File: src/rtl/gpu_pkg.sv
// Shared GPU write-path types: default bus widths, write record, scheduler states.
package gpu_pkg;
  localparam int unsigned GPU_ADDR_WIDTH = 24;
  localparam int unsigned GPU_DATA_WIDTH = 32;

  typedef struct packed {
    logic [GPU_ADDR_WIDTH-1:0] waddr;
    logic [GPU_DATA_WIDTH-1:0] wdata;
  } gpu_wr_t;

  typedef enum logic [1:0] {
    IDLE,
    WAIT,
    DRAIN
  } sched_state_e;
endpackage

File: src/rtl/gpu_write_scheduler_if.sv
// Write bus into and out of the scheduler; the producer uses master, the scheduler slave.
interface gpu_write_scheduler_if
  import gpu_pkg::*;
#(
  parameter int unsigned ADDR_WIDTH = GPU_ADDR_WIDTH,
  parameter int unsigned DATA_WIDTH = GPU_DATA_WIDTH
);
  logic [ADDR_WIDTH-1:0] in_waddr;
  logic [DATA_WIDTH-1:0] in_wdata;
  logic                  in_wen;
  logic                  in_ready;
  logic [ADDR_WIDTH-1:0] out_waddr;
  logic [DATA_WIDTH-1:0] out_wdata;
  logic                  out_wen;

  modport master (
    output in_waddr, in_wdata, in_wen,
    input  in_ready, out_waddr, out_wdata, out_wen
  );

  modport slave (
    input  in_waddr, in_wdata, in_wen,
    output in_ready, out_waddr, out_wdata, out_wen
  );
endinterface

File: src/rtl/sync_fifo.sv
// Generic single-clock FIFO, combinational head read; push ignored when full, pop ignored when empty.
// Pointers carry one wrap bit so full/empty fall out of a plain compare.
module sync_fifo #(
  parameter int unsigned WIDTH = 8,
  parameter int unsigned DEPTH = 16,
  localparam int unsigned AW = $clog2(DEPTH)
) (
  input  logic             clk,
  input  logic             rst,
  input  logic             push,
  input  logic [WIDTH-1:0] din,
  input  logic             pop,
  output logic [WIDTH-1:0] dout,
  output logic             full,
  output logic             empty,
  output logic [AW:0]      level
);
  logic [WIDTH-1:0] mem [DEPTH];
  logic [AW:0]      wr_ptr;
  logic [AW:0]      rd_ptr;
  logic             do_push;
  logic             do_pop;

  assign do_push = push && !full;
  assign do_pop  = pop && !empty;

  always_ff @(posedge clk) begin
    if (do_push) mem[wr_ptr[AW-1:0]] <= din;
  end

  always_ff @(posedge clk) begin
    if (rst) begin
      wr_ptr <= '0;
      rd_ptr <= '0;
    end else begin
      if (do_push) wr_ptr <= wr_ptr + (AW+1)'(1);
      if (do_pop)  rd_ptr <= rd_ptr + (AW+1)'(1);
    end
  end

  assign full  = (wr_ptr[AW] != rd_ptr[AW]) && (wr_ptr[AW-1:0] == rd_ptr[AW-1:0]);
  assign empty = (wr_ptr == rd_ptr);
  assign level = wr_ptr - rd_ptr;
  assign dout  = mem[rd_ptr[AW-1:0]];
endmodule

File: src/rtl/gpu_write_scheduler.sv
// Queues cluster writes and releases them immediately or only during vblank; push->out_wen 2 cycles.
// in_ready = !full is advisory: writes arriving while full are dropped and flagged in overflow.
module gpu_write_scheduler
  import gpu_pkg::*;
#(
  parameter int unsigned ADDR_WIDTH  = GPU_ADDR_WIDTH,
  parameter int unsigned DATA_WIDTH  = GPU_DATA_WIDTH,
  parameter int unsigned DEPTH       = 16,
  parameter int unsigned FRAME_WIDTH = 16,
  localparam int unsigned LW = $clog2(DEPTH) + 1
) (
  input  logic                   clk,
  input  logic                   rst,
  input  logic                   defer_en,
  input  logic                   vblank,
  input  logic                   clr_overflow,
  gpu_write_scheduler_if.slave   bus,
  output logic [LW-1:0]          fifo_level,
  output logic                   overflow,
  output logic [FRAME_WIDTH-1:0] frame_count
);
  typedef struct packed {
    logic [ADDR_WIDTH-1:0] waddr;
    logic [DATA_WIDTH-1:0] wdata;
  } entry_t;

  entry_t       push_entry;
  entry_t       head;
  logic         full;
  logic         empty;
  logic         pop_en;
  logic         pop_fire;
  logic         drop;
  logic         vblank_q;
  logic         vblank_rise;
  sched_state_e state;
  sched_state_e state_nxt;

  assign push_entry = '{waddr: bus.in_waddr, wdata: bus.in_wdata};

  sync_fifo #(
    .WIDTH ($bits(entry_t)),
    .DEPTH (DEPTH)
  ) u_fifo (
    .clk   (clk),
    .rst   (rst),
    .push  (bus.in_wen),
    .din   (push_entry),
    .pop   (pop_en),
    .dout  (head),
    .full  (full),
    .empty (empty),
    .level (fifo_level)
  );

  assign bus.in_ready = !full;
  assign drop         = bus.in_wen && full;
  assign vblank_rise  = vblank && !vblank_q;
  assign pop_fire     = pop_en && !empty;

  always_ff @(posedge clk) begin
    if (rst) state <= IDLE;
    else     state <= state_nxt;
  end

  // Drain is only armed by a vblank rising edge, so a frame already in blanking is skipped.
  always_comb begin
    state_nxt = state;
    pop_en    = 1'b0;
    case (state)
      IDLE: begin
        pop_en = !empty;
        if (defer_en) state_nxt = WAIT;
      end
      WAIT: begin
        if (!defer_en) begin
          state_nxt = IDLE;
        end else if (vblank_rise) begin
          pop_en    = !empty;
          state_nxt = DRAIN;
        end
      end
      DRAIN: begin
        pop_en = !empty && vblank;
        if (!defer_en)             state_nxt = IDLE;
        else if (empty || !vblank) state_nxt = WAIT;
      end
      default: state_nxt = IDLE;
    endcase
  end

  always_ff @(posedge clk) begin
    if (rst) begin
      vblank_q      <= 1'b0;
      frame_count   <= '0;
      overflow      <= 1'b0;
      bus.out_wen   <= 1'b0;
      bus.out_waddr <= '0;
      bus.out_wdata <= '0;
    end else begin
      vblank_q    <= vblank;
      bus.out_wen <= pop_fire;
      if (vblank_rise)       frame_count <= frame_count + FRAME_WIDTH'(1);
      if (drop)              overflow <= 1'b1;
      else if (clr_overflow) overflow <= 1'b0;
      if (pop_fire) begin
        bus.out_waddr <= head.waddr;
        bus.out_wdata <= head.wdata;
      end
    end
  end
endmodule

File: src/flat_wrapper.sv
// flat-port wrapper written by rule: the top's interface ports become plain ports
module gpu_write_scheduler_flat import gpu_pkg::*;
#(
  parameter int unsigned ADDR_WIDTH  = GPU_ADDR_WIDTH,
  parameter int unsigned DATA_WIDTH  = GPU_DATA_WIDTH,
  parameter int unsigned DEPTH       = 16,
  parameter int unsigned FRAME_WIDTH = 16,
  localparam int unsigned LW = $clog2(DEPTH) + 1
)
  (clk, rst, defer_en, vblank, clr_overflow, fifo_level, overflow, frame_count, bus_in_waddr, bus_in_wdata, bus_in_wen, bus_in_ready, bus_out_waddr, bus_out_wdata, bus_out_wen);
  gpu_write_scheduler_if #(.ADDR_WIDTH(ADDR_WIDTH), .DATA_WIDTH(DATA_WIDTH)) bus_i ();
  input  logic clk;
  input  logic rst;
  input  logic defer_en;
  input  logic vblank;
  input  logic clr_overflow;
  output logic [LW-1:0] fifo_level;
  output logic overflow;
  output logic [FRAME_WIDTH-1:0] frame_count;
  input wire logic [$bits(bus_i.in_waddr)-1:0] bus_in_waddr;
  input wire logic [$bits(bus_i.in_wdata)-1:0] bus_in_wdata;
  input wire logic [$bits(bus_i.in_wen)-1:0] bus_in_wen;
  output wire logic [$bits(bus_i.in_ready)-1:0] bus_in_ready;
  output wire logic [$bits(bus_i.out_waddr)-1:0] bus_out_waddr;
  output wire logic [$bits(bus_i.out_wdata)-1:0] bus_out_wdata;
  output wire logic [$bits(bus_i.out_wen)-1:0] bus_out_wen;
  assign bus_i.in_waddr = bus_in_waddr;
  assign bus_i.in_wdata = bus_in_wdata;
  assign bus_i.in_wen = bus_in_wen;
  assign bus_in_ready = bus_i.in_ready;
  assign bus_out_waddr = bus_i.out_waddr;
  assign bus_out_wdata = bus_i.out_wdata;
  assign bus_out_wen = bus_i.out_wen;
  gpu_write_scheduler #(.ADDR_WIDTH(ADDR_WIDTH), .DATA_WIDTH(DATA_WIDTH), .DEPTH(DEPTH), .FRAME_WIDTH(FRAME_WIDTH)) u_core (.clk(clk), .rst(rst), .defer_en(defer_en), .vblank(vblank), .clr_overflow(clr_overflow), .bus(bus_i), .fifo_level(fifo_level), .overflow(overflow), .frame_count(frame_count));
endmodule
File: config.mk
export PLATFORM = sky130hd
export DESIGN_NAME = gpu_write_scheduler_flat
export DESIGN_NICKNAME = d
export VERILOG_FILES = /design/src/rtl/gpu_pkg.sv /design/src/rtl/gpu_write_scheduler_if.sv /design/src/rtl/sync_fifo.sv /design/src/rtl/gpu_write_scheduler.sv /design/src/flat_wrapper.sv
export SDC_FILE = /design/constraint.sdc
export NUM_CORES = 1
export LEC_CHECK = 0
export CAP_MARGIN = 20
export CORE_ASPECT_RATIO = 1.4
export CORE_MARGIN = 2
export CORE_UTILIZATION = 50
export DETAILED_ROUTE_END_ITERATION = 8
export PLACE_DENSITY = 0.67
export SYNTH_ARGS = -nofsm -noshare
export SYNTH_HDL_FRONTEND = slang
export SYNTH_SLANG_ARGS = --single-unit
File: constraint.sdc
create_clock -name clk -period 6.9 [get_ports clk]
set_input_delay 0.69 -clock clk [delete_from_list [all_inputs] [get_ports clk]]
set_output_delay 0.69 -clock clk [all_outputs]
set_load 0.02 [all_outputs]
==> run_results.csv <==
group,metric,value,unit
logic_synthesis,synth_edf_count,896,
flow_run,cap_violations,0,
final_layout,design_area,42900,µm²
sta,max_slew_margin,24.5,%
worst_setup_path,ff2ff_path_depth,7,
route,num_vias,18200,
sta,tightest_slew,1.10,ns
hold_path,hold_path_end,"u_core.bus.out_wdata[1]$_SDFFE_PP0P_",
clock_tree,postCtsResizedCells,0,
worst_setup_path,reg2reg_from,"u_core.u_fifo.rd_ptr[1]$_SDFFE_PP0P_",
clock_tree,root_buffer,"clkbuf_16",
final_layout,final_util,57.8,%
worst_setup_path,critPathMaxStageDelay,0.91,ns
floorplanning,start_util,50.6,%
worst_setup_path,rrSetupSlack,2.92,ns
route,first_pass_iters,5,
route,via_per_inst,6.14,
sta,rsz0062_at_grt,"false",
final_layout,final_common_cell,"edfxtp_1",
worst_setup_path,worstPathRequired,7.18,ns
final_layout,final_layout_size_suffix_gt1_share,24.0,%
clock_tree,htree_levels,3,
global_route,grtUsageTotal,21.9,%
pwr,pwr_density_cell,340,nW/µm²
logic_synthesis,syn-num-nets,1835,
floorplanning,die_w,235,µm
sta,report.final.slew_viol_count,0,
logic_synthesis,yosysUniqueCellTypes,45,
final_layout,multi_input_area,8300,µm²
global_route,grt_max_degree,99,
global_route,grt_pass1_wl,124,mm
pwr,total_power,14.6,mW
hold_path,min_path_type,"register to register",
global_route,grt.overflow.total,0,
place,dpl-instance-area,39900,µm²
global_route,antenna_found_initial,4,
logic_synthesis,ys_warn_count,0,
worst_setup_path,crit_arrival,4.26,ns
clock_tree,clk_pin_slew_worst_paths,0.06,ns
route,drt_wl_total,83.3,mm
logic_synthesis,synth_ff_type,"edfxtp_1",
worst_setup_path,r2r_end,"u_core.u_fifo.mem[9][51]$_DFFE_PP_",
final_layout,regArea,28700,µm²
final_layout,final_cell_mix,"edfxtp_1, mux4_2, clkdlybuf4s50_1",
pwr,ir_drop,0.218,mV
final_layout,nets,1996,
clock_tree,clock_latency,0.65,ns
clock_tree,numClockSinks,983,
route,antenna_left,0,
place,place_congestion,0.749,
clock_tree,numCtsBuffers,88,
worst_setup_path,crit_slowest_cell,"nor2_4",
floorplanning,io_pins,142,
clock_tree,cts_tree,"yes",
logic_synthesis,ys_ff_latch,983,
logic_synthesis,synth_area_per_cell,21.3,µm²
floorplanning,core-area,74100,µm²
place,io_buffers,141,
sta,fin_crit_sh,57.7,%
final_layout,fillers,5352,
clock_tree,postCtsSetupBuffers,0,
route,drc,0,
hold_path,whs_path_depth,1,
hold_path,hp-start,"u_core.bus.out_wdata[1]$_SDFFE_PP0P_",
worst_setup_path,crit_chain,"inv_2 > ha_1 > nand4_2 > o21a_1 > nand2_1 > nor2_4 > buf_4",
final_layout,diodes,0,
place,dp_cells,2791,
worst_setup_path,critPathKind,"register to register",
logic_synthesis,synthCells,1762,
place,dp_hpwl,43.0,mm
clock_tree,hold_buffers,0,
logic_synthesis,async_reset_ff_share,0,%
route,post_drt_wl_per_cell,28.2,µm
sta,fin_setup_tns,0,ns
floorplanning,die_h,328,µm
final_layout,finalNonFillerCells,2955,
sta,post-route-min-period,3.98,ns
worst_setup_path,cp_max_fo,39,
clock_tree,cts_max_path_buffers,3,
pwr,p_leak,13.2,nW
sta,finalSetupViolations,0,
global_route,grt_pass1_vias,19000,
sta,hold_viol,0,
logic_synthesis,synth_area,37500,µm²
route,drtIter0Drc,1557,
floorplanning,rows,118,
sta,finClkSkew,0.0216,ns
worst_setup_path,crit_path_end_kind,"register",
final_layout,syn_to_final_growth,14.4,%
outcome,outcome,"finished clean",
worst_setup_path,startpoint_type,"register",
floorplanning,die_area,77200,µm²
logic_synthesis,ys_seq_area_share,76.4,%
sta,max_freq,251,MHz
-- state kept, by name (all words and copies together), names as in the netlist --
signal,cells
u_core.u_fifo.mem,896
u_core.bus.out_wen,1
u_core.bus.out_wdata,32
u_core.state,2
u_core.overflow,1
u_core.bus.out_waddr,24
u_core.vblank_q,1
u_core.u_fifo.wr_ptr,5
u_core.u_fifo.rd_ptr,5
u_core.frame_count,16
-- through the flow --
step / worst slack, ns / hold WS [ns]
final: 2.92 / 0.487
after global routing: 2.70 / 0.503
after CTS: 2.87 / 0.489
after detailed placement: 2.87 / 0.474
after global placement: 2.90 / 0.463
after floorplan: 0.795 / 0.488
-- Yosys cell counts (all sizes together), types with 12 or more instances --
cell type	count	area [µm²]
mux4	224	5040
edfxtp	896	26900
mux2	58	653
nor2	35	131
nand2	124	465
xor2	12	105
inv	12	45.0
a2111oi	56	490
buf	64	444
clkbuf	44	165
a221o	56	561
dfxtp	87	1740
-- cell type report --
type / instances / area share (%)
Clock buffer: 109 / 5.46
Clock inverter: 53 / 1.32
Inverter: 12 / 0.105
Multi-Input combinational cell: 659 / 19.4
Sequential cell: 983 / 66.9
Tap cell: 960 / 2.80
Timing Repair Buffer: 179 / 4.10
-- how the worst max path moves through the flow --
| stage | start | to | slack [ns] | cells after the start |
|---|---|---|---|---|
| CTS | u_core.u_fifo.rd_ptr[0]$_SDFFE_PP0P_ | fifo_level[4] | 2.87 | 7 |
| finish | u_core.u_fifo.rd_ptr[1]$_SDFFE_PP0P_ | u_core.u_fifo.mem[9][51]$_DFFE_PP_ | 2.92 | 7 |
| floorplan | u_core.u_fifo.rd_ptr[2]$_SDFFE_PP0P_ | u_core.u_fifo.mem[1][0]$_DFFE_PP_ | 0.79 | 8 |
| detailed placement | u_core.u_fifo.rd_ptr[1]$_SDFFE_PP0P_ | u_core.u_fifo.mem[9][52]$_DFFE_PP_ | 2.87 | 7 |
| global route | u_core.u_fifo.rd_ptr[1]$_SDFFE_PP0P_ | u_core.u_fifo.mem[9][51]$_DFFE_PP_ | 2.70 | 7 |
| global placement | u_core.u_fifo.rd_ptr[2]$_SDFFE_PP0P_ | u_core.bus.out_wdata[16]$_SDFFE_PP0P_ | 2.90 | 8 |
-- power breakdown --
group,internal [mW],switching [mW]
registers,6.72,0.261
clock network,2.83,2.12
logic,1.29,1.36
-- worst max-delay path, delay by kind of cell, from the launching register on --
kind / cells / cell delay, ns
adders and majority gates: 1 / 0.32
buffers and inverters: 2 / 0.76
AOI/OAI and AO/OA: 1 / 0.27
DFF: 1 / 0.83
and+or+nand+nor: 3 / 1.38
-- cell families (layout without fill, tap and decap cells) --
group / Yosys count / count (layout) / synth area share [%]
muxes: 285 / 285 / 15.3
DFF: 983 / 983 / 76.4
adders and majority gates: 11 / 11 / 0.387
and+or+nand+nor: 205 / 205 / 2.43
xor gates and xnor gates: 19 / 19 / 0.444
AOI/OAI and AO/OA: 139 / 139 / 3.26
buffers and inverters: 120 / 353 / 1.75
-- routing by layer --
| metal | share of wire, % | track usage (%) |
|---|---|---|
| met3 | 6.2 | 3.26 |
| met2 | 53 | 38.6 |
| met5 | 0.038 | 0 |
| met1 | 39 | 28.3 |
| met4 | 2.3 | 6.88 |
Note: power is estimated with default switching activity, not from simulation.
